<file path="src/rtl/mux_arbiter_2ch_if.sv">
// Handshake/data bundle between two requesters, the arbiter
// and the shared downstream port.
interface mux_arbiter_2ch_if #(
  parameter int size = 32
);
  logic            req0_i;
  logic            req1_i;
  logic            last0_i;
  logic            last1_i;
  logic [size-1:0] data0_i;
  logic [size-1:0] data1_i;
  logic            ready_i;
  logic            valid_o;
  logic [size-1:0] data_o;
  logic            sel_o;
  logic            gnt0_o;
  logic            gnt1_o;
  logic            busy_o;

  modport master (
    output req0_i, req1_i, last0_i, last1_i,
    output data0_i, data1_i, ready_i,
    input  valid_o, data_o, sel_o,
    input  gnt0_o, gnt1_o, busy_o
  );

  modport slave (
    input  req0_i, req1_i, last0_i, last1_i,
    input  data0_i, data1_i, ready_i,
    output valid_o, data_o, sel_o,
    output gnt0_o, gnt1_o, busy_o
  );
endinterface

</file>
<file path="src/rtl/mux_arbiter_2ch.sv">
// Two-channel round-robin burst arbiter driving a shared 2:1 mux.
// Define ARB_BURST_LIMIT_EN to force release after MAX_BURST beats.
module mux_arbiter_2ch #(
  parameter int size      = 32,
  parameter int MAX_BURST = 8
) (
  input logic              clk_i,
  input logic              rst_i,
  mux_arbiter_2ch_if.slave bus
);

  typedef enum logic [1:0] {
    IDLE,
    GRANT0,
    GRANT1
  } state_e;

  localparam int CW = $clog2(MAX_BURST + 1);
  localparam logic [CW-1:0] CNT_MAX = CW'(MAX_BURST);

  state_e          state_q, state_d;
  logic            prio_q, prio_d;
  logic            sel_q, sel_d;
  logic [CW-1:0]   cnt_q, cnt_d;
  logic            gnt0, gnt1;
  logic            valid;
  logic            xfer;
  logic            at_limit;
  logic            own_req;
  logic            own_last;
  logic            oth_req;
  logic [size-1:0] mux_data;

  assign gnt0  = (state_q == GRANT0);
  assign gnt1  = (state_q == GRANT1);
  assign valid = (gnt0 & bus.req0_i)
               | (gnt1 & bus.req1_i);
  assign xfer  = valid & bus.ready_i;

  assign own_req  = gnt1 ? bus.req1_i  : bus.req0_i;
  assign own_last = gnt1 ? bus.last1_i : bus.last0_i;
  assign oth_req  = gnt1 ? bus.req0_i  : bus.req1_i;

`ifdef ARB_BURST_LIMIT_EN
  localparam logic [CW-1:0] CNT_LAST = CW'(MAX_BURST - 1);
  assign at_limit = xfer & (cnt_q == CNT_LAST);
`else
  assign at_limit = 1'b0;
`endif

  assign mux_data = sel_q ? bus.data1_i : bus.data0_i;

  always_comb begin
    state_d = state_q;
    prio_d  = prio_q;
    sel_d   = sel_q;
    cnt_d   = cnt_q;
    unique case (state_q)
      IDLE: begin
        if (bus.req0_i && (!bus.req1_i || !prio_q)) begin
          state_d = GRANT0;
          sel_d   = 1'b0;
          cnt_d   = '0;
        end else if (bus.req1_i) begin
          state_d = GRANT1;
          sel_d   = 1'b1;
          cnt_d   = '0;
        end
      end
      GRANT0, GRANT1: begin
        if ((xfer && own_last) || !own_req || at_limit) begin
          prio_d = ~gnt1;
          if (oth_req) begin
            state_d = gnt1 ? GRANT0 : GRANT1;
            sel_d   = ~gnt1;
            cnt_d   = '0;
          end else begin
            state_d = IDLE;
          end
        end else if (xfer && cnt_q != CNT_MAX) begin
          // saturate so the count never wraps when unlimited
          cnt_d = cnt_q + 1'b1;
        end
      end
      default: state_d = IDLE;
    endcase
  end

  always_ff @(posedge clk_i or posedge rst_i) begin
    if (rst_i) begin
      state_q <= IDLE;
      prio_q  <= 1'b0;
      sel_q   <= 1'b0;
      cnt_q   <= '0;
    end else begin
      state_q <= state_d;
      prio_q  <= prio_d;
      sel_q   <= sel_d;
      cnt_q   <= cnt_d;
    end
  end

  assign bus.gnt0_o  = gnt0;
  assign bus.gnt1_o  = gnt1;
  assign bus.sel_o   = sel_q;
  assign bus.busy_o  = (state_q != IDLE);
  assign bus.valid_o = valid;
  assign bus.data_o  = mux_data;

endmodule

</file>
<file path="src/flat_wrapper.sv">
// flat-port wrapper written by rule: the top's interface ports become plain ports
module mux_arbiter_2ch_flat 
#(
  parameter int size      = 32,
  parameter int MAX_BURST = 8
)
  (clk_i, rst_i, bus_req0_i, bus_req1_i, bus_last0_i, bus_last1_i, bus_data0_i, bus_data1_i, bus_ready_i, bus_valid_o, bus_data_o, bus_sel_o, bus_gnt0_o, bus_gnt1_o, bus_busy_o);
  mux_arbiter_2ch_if #(.size(size)) bus_i ();
  input logic clk_i;
  input logic rst_i;
  input wire logic [$bits(bus_i.req0_i)-1:0] bus_req0_i;
  input wire logic [$bits(bus_i.req1_i)-1:0] bus_req1_i;
  input wire logic [$bits(bus_i.last0_i)-1:0] bus_last0_i;
  input wire logic [$bits(bus_i.last1_i)-1:0] bus_last1_i;
  input wire logic [$bits(bus_i.data0_i)-1:0] bus_data0_i;
  input wire logic [$bits(bus_i.data1_i)-1:0] bus_data1_i;
  input wire logic [$bits(bus_i.ready_i)-1:0] bus_ready_i;
  output wire logic [$bits(bus_i.valid_o)-1:0] bus_valid_o;
  output wire logic [$bits(bus_i.data_o)-1:0] bus_data_o;
  output wire logic [$bits(bus_i.sel_o)-1:0] bus_sel_o;
  output wire logic [$bits(bus_i.gnt0_o)-1:0] bus_gnt0_o;
  output wire logic [$bits(bus_i.gnt1_o)-1:0] bus_gnt1_o;
  output wire logic [$bits(bus_i.busy_o)-1:0] bus_busy_o;
  assign bus_i.req0_i = bus_req0_i;
  assign bus_i.req1_i = bus_req1_i;
  assign bus_i.last0_i = bus_last0_i;
  assign bus_i.last1_i = bus_last1_i;
  assign bus_i.data0_i = bus_data0_i;
  assign bus_i.data1_i = bus_data1_i;
  assign bus_i.ready_i = bus_ready_i;
  assign bus_valid_o = bus_i.valid_o;
  assign bus_data_o = bus_i.data_o;
  assign bus_sel_o = bus_i.sel_o;
  assign bus_gnt0_o = bus_i.gnt0_o;
  assign bus_gnt1_o = bus_i.gnt1_o;
  assign bus_busy_o = bus_i.busy_o;
  mux_arbiter_2ch #(.size(size), .MAX_BURST(MAX_BURST)) u_core (.clk_i(clk_i), .rst_i(rst_i), .bus(bus_i));
endmodule
</file>
<file path="config.mk">
export PLATFORM = sky130hd
export DESIGN_NAME = mux_arbiter_2ch_flat
export DESIGN_NICKNAME = d
export VERILOG_FILES = /design/src/rtl/mux_arbiter_2ch_if.sv /design/src/rtl/mux_arbiter_2ch.sv /design/src/flat_wrapper.sv
export SDC_FILE = /design/constraint.sdc
export NUM_CORES = 1
export LEC_CHECK = 0
export CORE_ASPECT_RATIO = 2
export CORE_MARGIN = 4
export CORE_UTILIZATION = 26
export DETAILED_ROUTE_END_ITERATION = 10
export DONT_BUFFER_PORTS = 1
export GPL_ROUTABILITY_DRIVEN = 1
export SLEW_MARGIN = 40
export SYNTH_ARGS = -nofsm -noshare
export SYNTH_HDL_FRONTEND = slang
export SYNTH_SLANG_ARGS = --single-unit
</file>
<file path="constraint.sdc">
create_clock -name clk_i -period 1.63 [get_ports clk_i]
set_input_delay 0.326 -clock clk_i [delete_from_list [all_inputs] [get_ports clk_i]]
set_output_delay 0.326 -clock clk_i [all_outputs]
set_load 0.03 [all_outputs]
</file>
==> results by group <==
Yosys
  – Post-synthesis cell area: 781 µm²
  – Dominant register cell in the synthesized netlist: dfrtp_1
  – Most frequent cell after synthesis: mux2_2
  – #FFs+latches synth: 4
  – Syn nets: 151
  – Synth area leader: mux2_2
  – Register area share after synthesis: 12.8%
  – Cell count after synthesis: 76
  – Asr flop ratio synth: 100%
  – Synth top area share: 46.2%
  – EDFF count, synth: 0
  – Most frequent cells after synthesis: mux2_2, dfrtp_1, ha_1, inv_1
  – Yosys cell types: 24
  – Area contributors post-synth: mux2_2, dfrtp_1, ha_1, mux2_4, mux2i_1
  – Syn_area_per_cell: 10.3 µm²
  – Yosys warnings: 0

Min path
  – Hold/Removal Path Class: in2reg

Clocking
  – CTS root buffer: clkbuf_8
  – Post-CTS Setup Bufs: 0
  – Clk slew on worst S/H paths: 0.03 ns
  – Worst-Skew Late Latency: 0.22 ns
  – Cts bufs inserted: 3
  – Max Root-Sink Buffers: 2
  – Htree depth: 1
  – CTS tree: built
  – Clock sinks: 4

Pwr
  – Leakage: 0.455 nW
  – Power Density: 2560 nW/µm²
  – Worst VDD drop: 1300 µV

Final layout
  – Area grow syn2layout: 28.2%
  – Fillers: 262
  – Fin cells: 111
  – Nets: 159
  – Layout cell share with drive strength beyond 1: 65.9%
  – N_diodes: 0

Route
  – DR vias: 687
  – Via density: 6.19
  – Total Routed Length: 3230 µm
  – DRC errors left: 0
  – Wire per inst: 29.1 µm
  – Routed Antenna Nets: 0
  – Pre-Repair DR Iteration Count: 4
  – Number of DRC markers in iteration 0: 11

Timing
  – Setup violations, final: 9
  – Final period util: 104%
  – Sum Neg Setup Slack: -0.279 ns
  – Clock skew: 0.00160 ns
  – RSZ-0062 raised after global routing: true
  – Slew Viols, Final: 0
  – Slew @ Worst Pin: 0.316 ns
  – Fin crit period: 1.69 ns
  – Final hold violations: 0
  – Fmax: 590 MHz
  – Max_slew headroom: 78.7%
  – Final WS setup: -0.0645 ns

Setup path
  – Kind of critical path: reg2reg
  – WP data arrival: 1.79 ns
  – Crit path buf inv count: 1
  – Critical Path End Type: flop
  – CP max FO: 4
  – Cell Chain, Critical Path: inv_2, ha_4, mux2_4, and3_4, o21ai_2, mux2_4
  – CP most frequent cell: mux2_4
  – CP max-delay cell: dfrtp_1
  – Critical Path Start Type: flop
  – Crit-path leading delay family: multiplexers
  – Crit path largest cell delay: 0.41 ns
  – Worst Path Required: 1.73 ns

Global route
  – Vias in the first global route: 759
  – First-pass GRT wire length: 3750 µm
  – Largest net degree at the start of global routing: 33
  – Gr ovfl total: 0
  – Initial antenna violation count: 0
  – All-Layer GR Usage: 14.0%

Status
  – Status: finished with violations
  – Failing checks: negative setup slack

Floorplan
  – Die area: 4000 µm²
  – Placeable Area: 2800 µm²
  – Row cnt: 27
  – Initial Util: 27.8%
  – Chip height: 85.5 µm
  – Num ports: 108
  – Chip width: 46.8 µm

Placed design
  – I/O Buffers: 0
  – Cells after DPL: 106
  – Placer Congestion: 0.896

Run
  – Max_cap viols: 0
## flip-flops by register name, indices dropped and copies added, names as in the netlist
| name | cells |
|---|---|
| u_core.bus.sel_o | 1 |
| u_core.prio_q | 1 |
| u_core.state_q | 2 |
## worst paths after layout
path	startpoint	endpoint	slack (ns)	cells after the start
worst max-delay path	u_core.state_q[0]$_DFFE_PP0P_	u_core.bus.sel_o$_DFFE_PP0P_	-0.06	6
worst min-delay path	bus_req1_i	u_core.prio_q$_DFFE_PP0P_	0.35	2
worst max register to register	u_core.state_q[0]$_DFFE_PP0P_	u_core.bus.sel_o$_DFFE_PP0P_	-0.06	6
worst min register to register	u_core.prio_q$_DFFE_PP0P_	u_core.prio_q$_DFFE_PP0P_	0.54	1
max in group asynchronous	rst_i	u_core.bus.sel_o$_DFFE_PP0P_	1.04	2
min in group asynchronous	rst_i	u_core.state_q[1]$_DFFE_PP0P_	0.43	2
## power by group
part / leakage, nW / switching (mW) / internal (mW)
clock network: 0.0216 / 0.0569 / 0.158
registers: 0.0458 / 0.0570 / 0.143
logic: 0.387 / 1.26 / 0.889
total: 0.455 / 1.37 / 1.19
## layout by cell type, fill, tap and decap left out, types with 2 or more instances in the layout
master,netlist,layout
ha_2,0,2
a21oi_1,3,3
clkbuf_8,0,3
nand2b_1,2,2
mux2i_1,3,3
inv_1,4,3
mux2_4,3,14
buf_4,0,4
buf_12,0,2
dfrtp_1,4,4
o21ai_0,2,2
mux2_2,32,21
a21boi_0,2,2
nor2_1,2,2
## cell families (layout without fill, tap and decap cells)
| group | Yosys count | in the layout | share of synthesized area (%) |
|---|---|---|---|
| compound gates | 11 | 11 | 11.2 |
| flops | 4 | 4 | 12.8 |
| mux | 38 | 38 | 55.8 |
| fa+ha+maj | 4 | 4 | 6.41 |
| buf+inv | 9 | 15 | 5.77 |
| simple gates | 10 | 10 | 8.01 |
## layer usage
metal | wire length [µm] | track usage, % | vias up
met5 | 0 | 0 | -
li1 | - | - | 289
met2 | 1730 | 28.0 | 90
met3 | 706 | 9.87 | 3
met1 | 757 | 8.72 | 305
met4 | 31 | 3.78 | 0
## area by class of cell
class / count / area, µm² / share of cell area [%]
Sequential cell: 4 / 100 / 10.0
Clock buffer: 3 / 41.3 / 4.13
Timing Repair Buffer: 8 / 105 / 10.5
Inverter: 4 / 15.0 / 1.50
Tap cell: 29 / 36.3 / 3.62
Multi-Input combinational cell: 63 / 703 / 70.2
## per-stage QoR
step                      area, µm²  util, %  total power, mW  hold slack (ns)  worst slack [ns]
final                          1000     35.7             2.56            0.346           -0.0645
after detailed placement        881     31.4             2.19            0.119           -0.0581
after global placement          881     31.4             2.17            0.124          -0.00616
after global routing           1000     35.7             2.68            0.365            -0.114
after floorplan                 805        -             1.85           0.0921            -0.156
after CTS                       932     33.2             2.42            0.345           -0.0617
## worst reg2reg max path, delay by kind of cell (launching register included)
family	cells	cell delay, ns
flops	1	0.41
fa+ha+maj	1	0.17
mux	2	0.62
buf+inv	1	0.10
simple gates	1	0.15
compound gates	1	0.12
## timing repair
item | 4_1_cts | 5_1_grt
gates resized for setup | 0 | 12
setup endpoints to repair | 5 | 38
hold buffers | 1 | 0
endpoints found under the hold margin | 4 | 0
cloned | 0 | 1
Power figures use the tool's default switching activity.
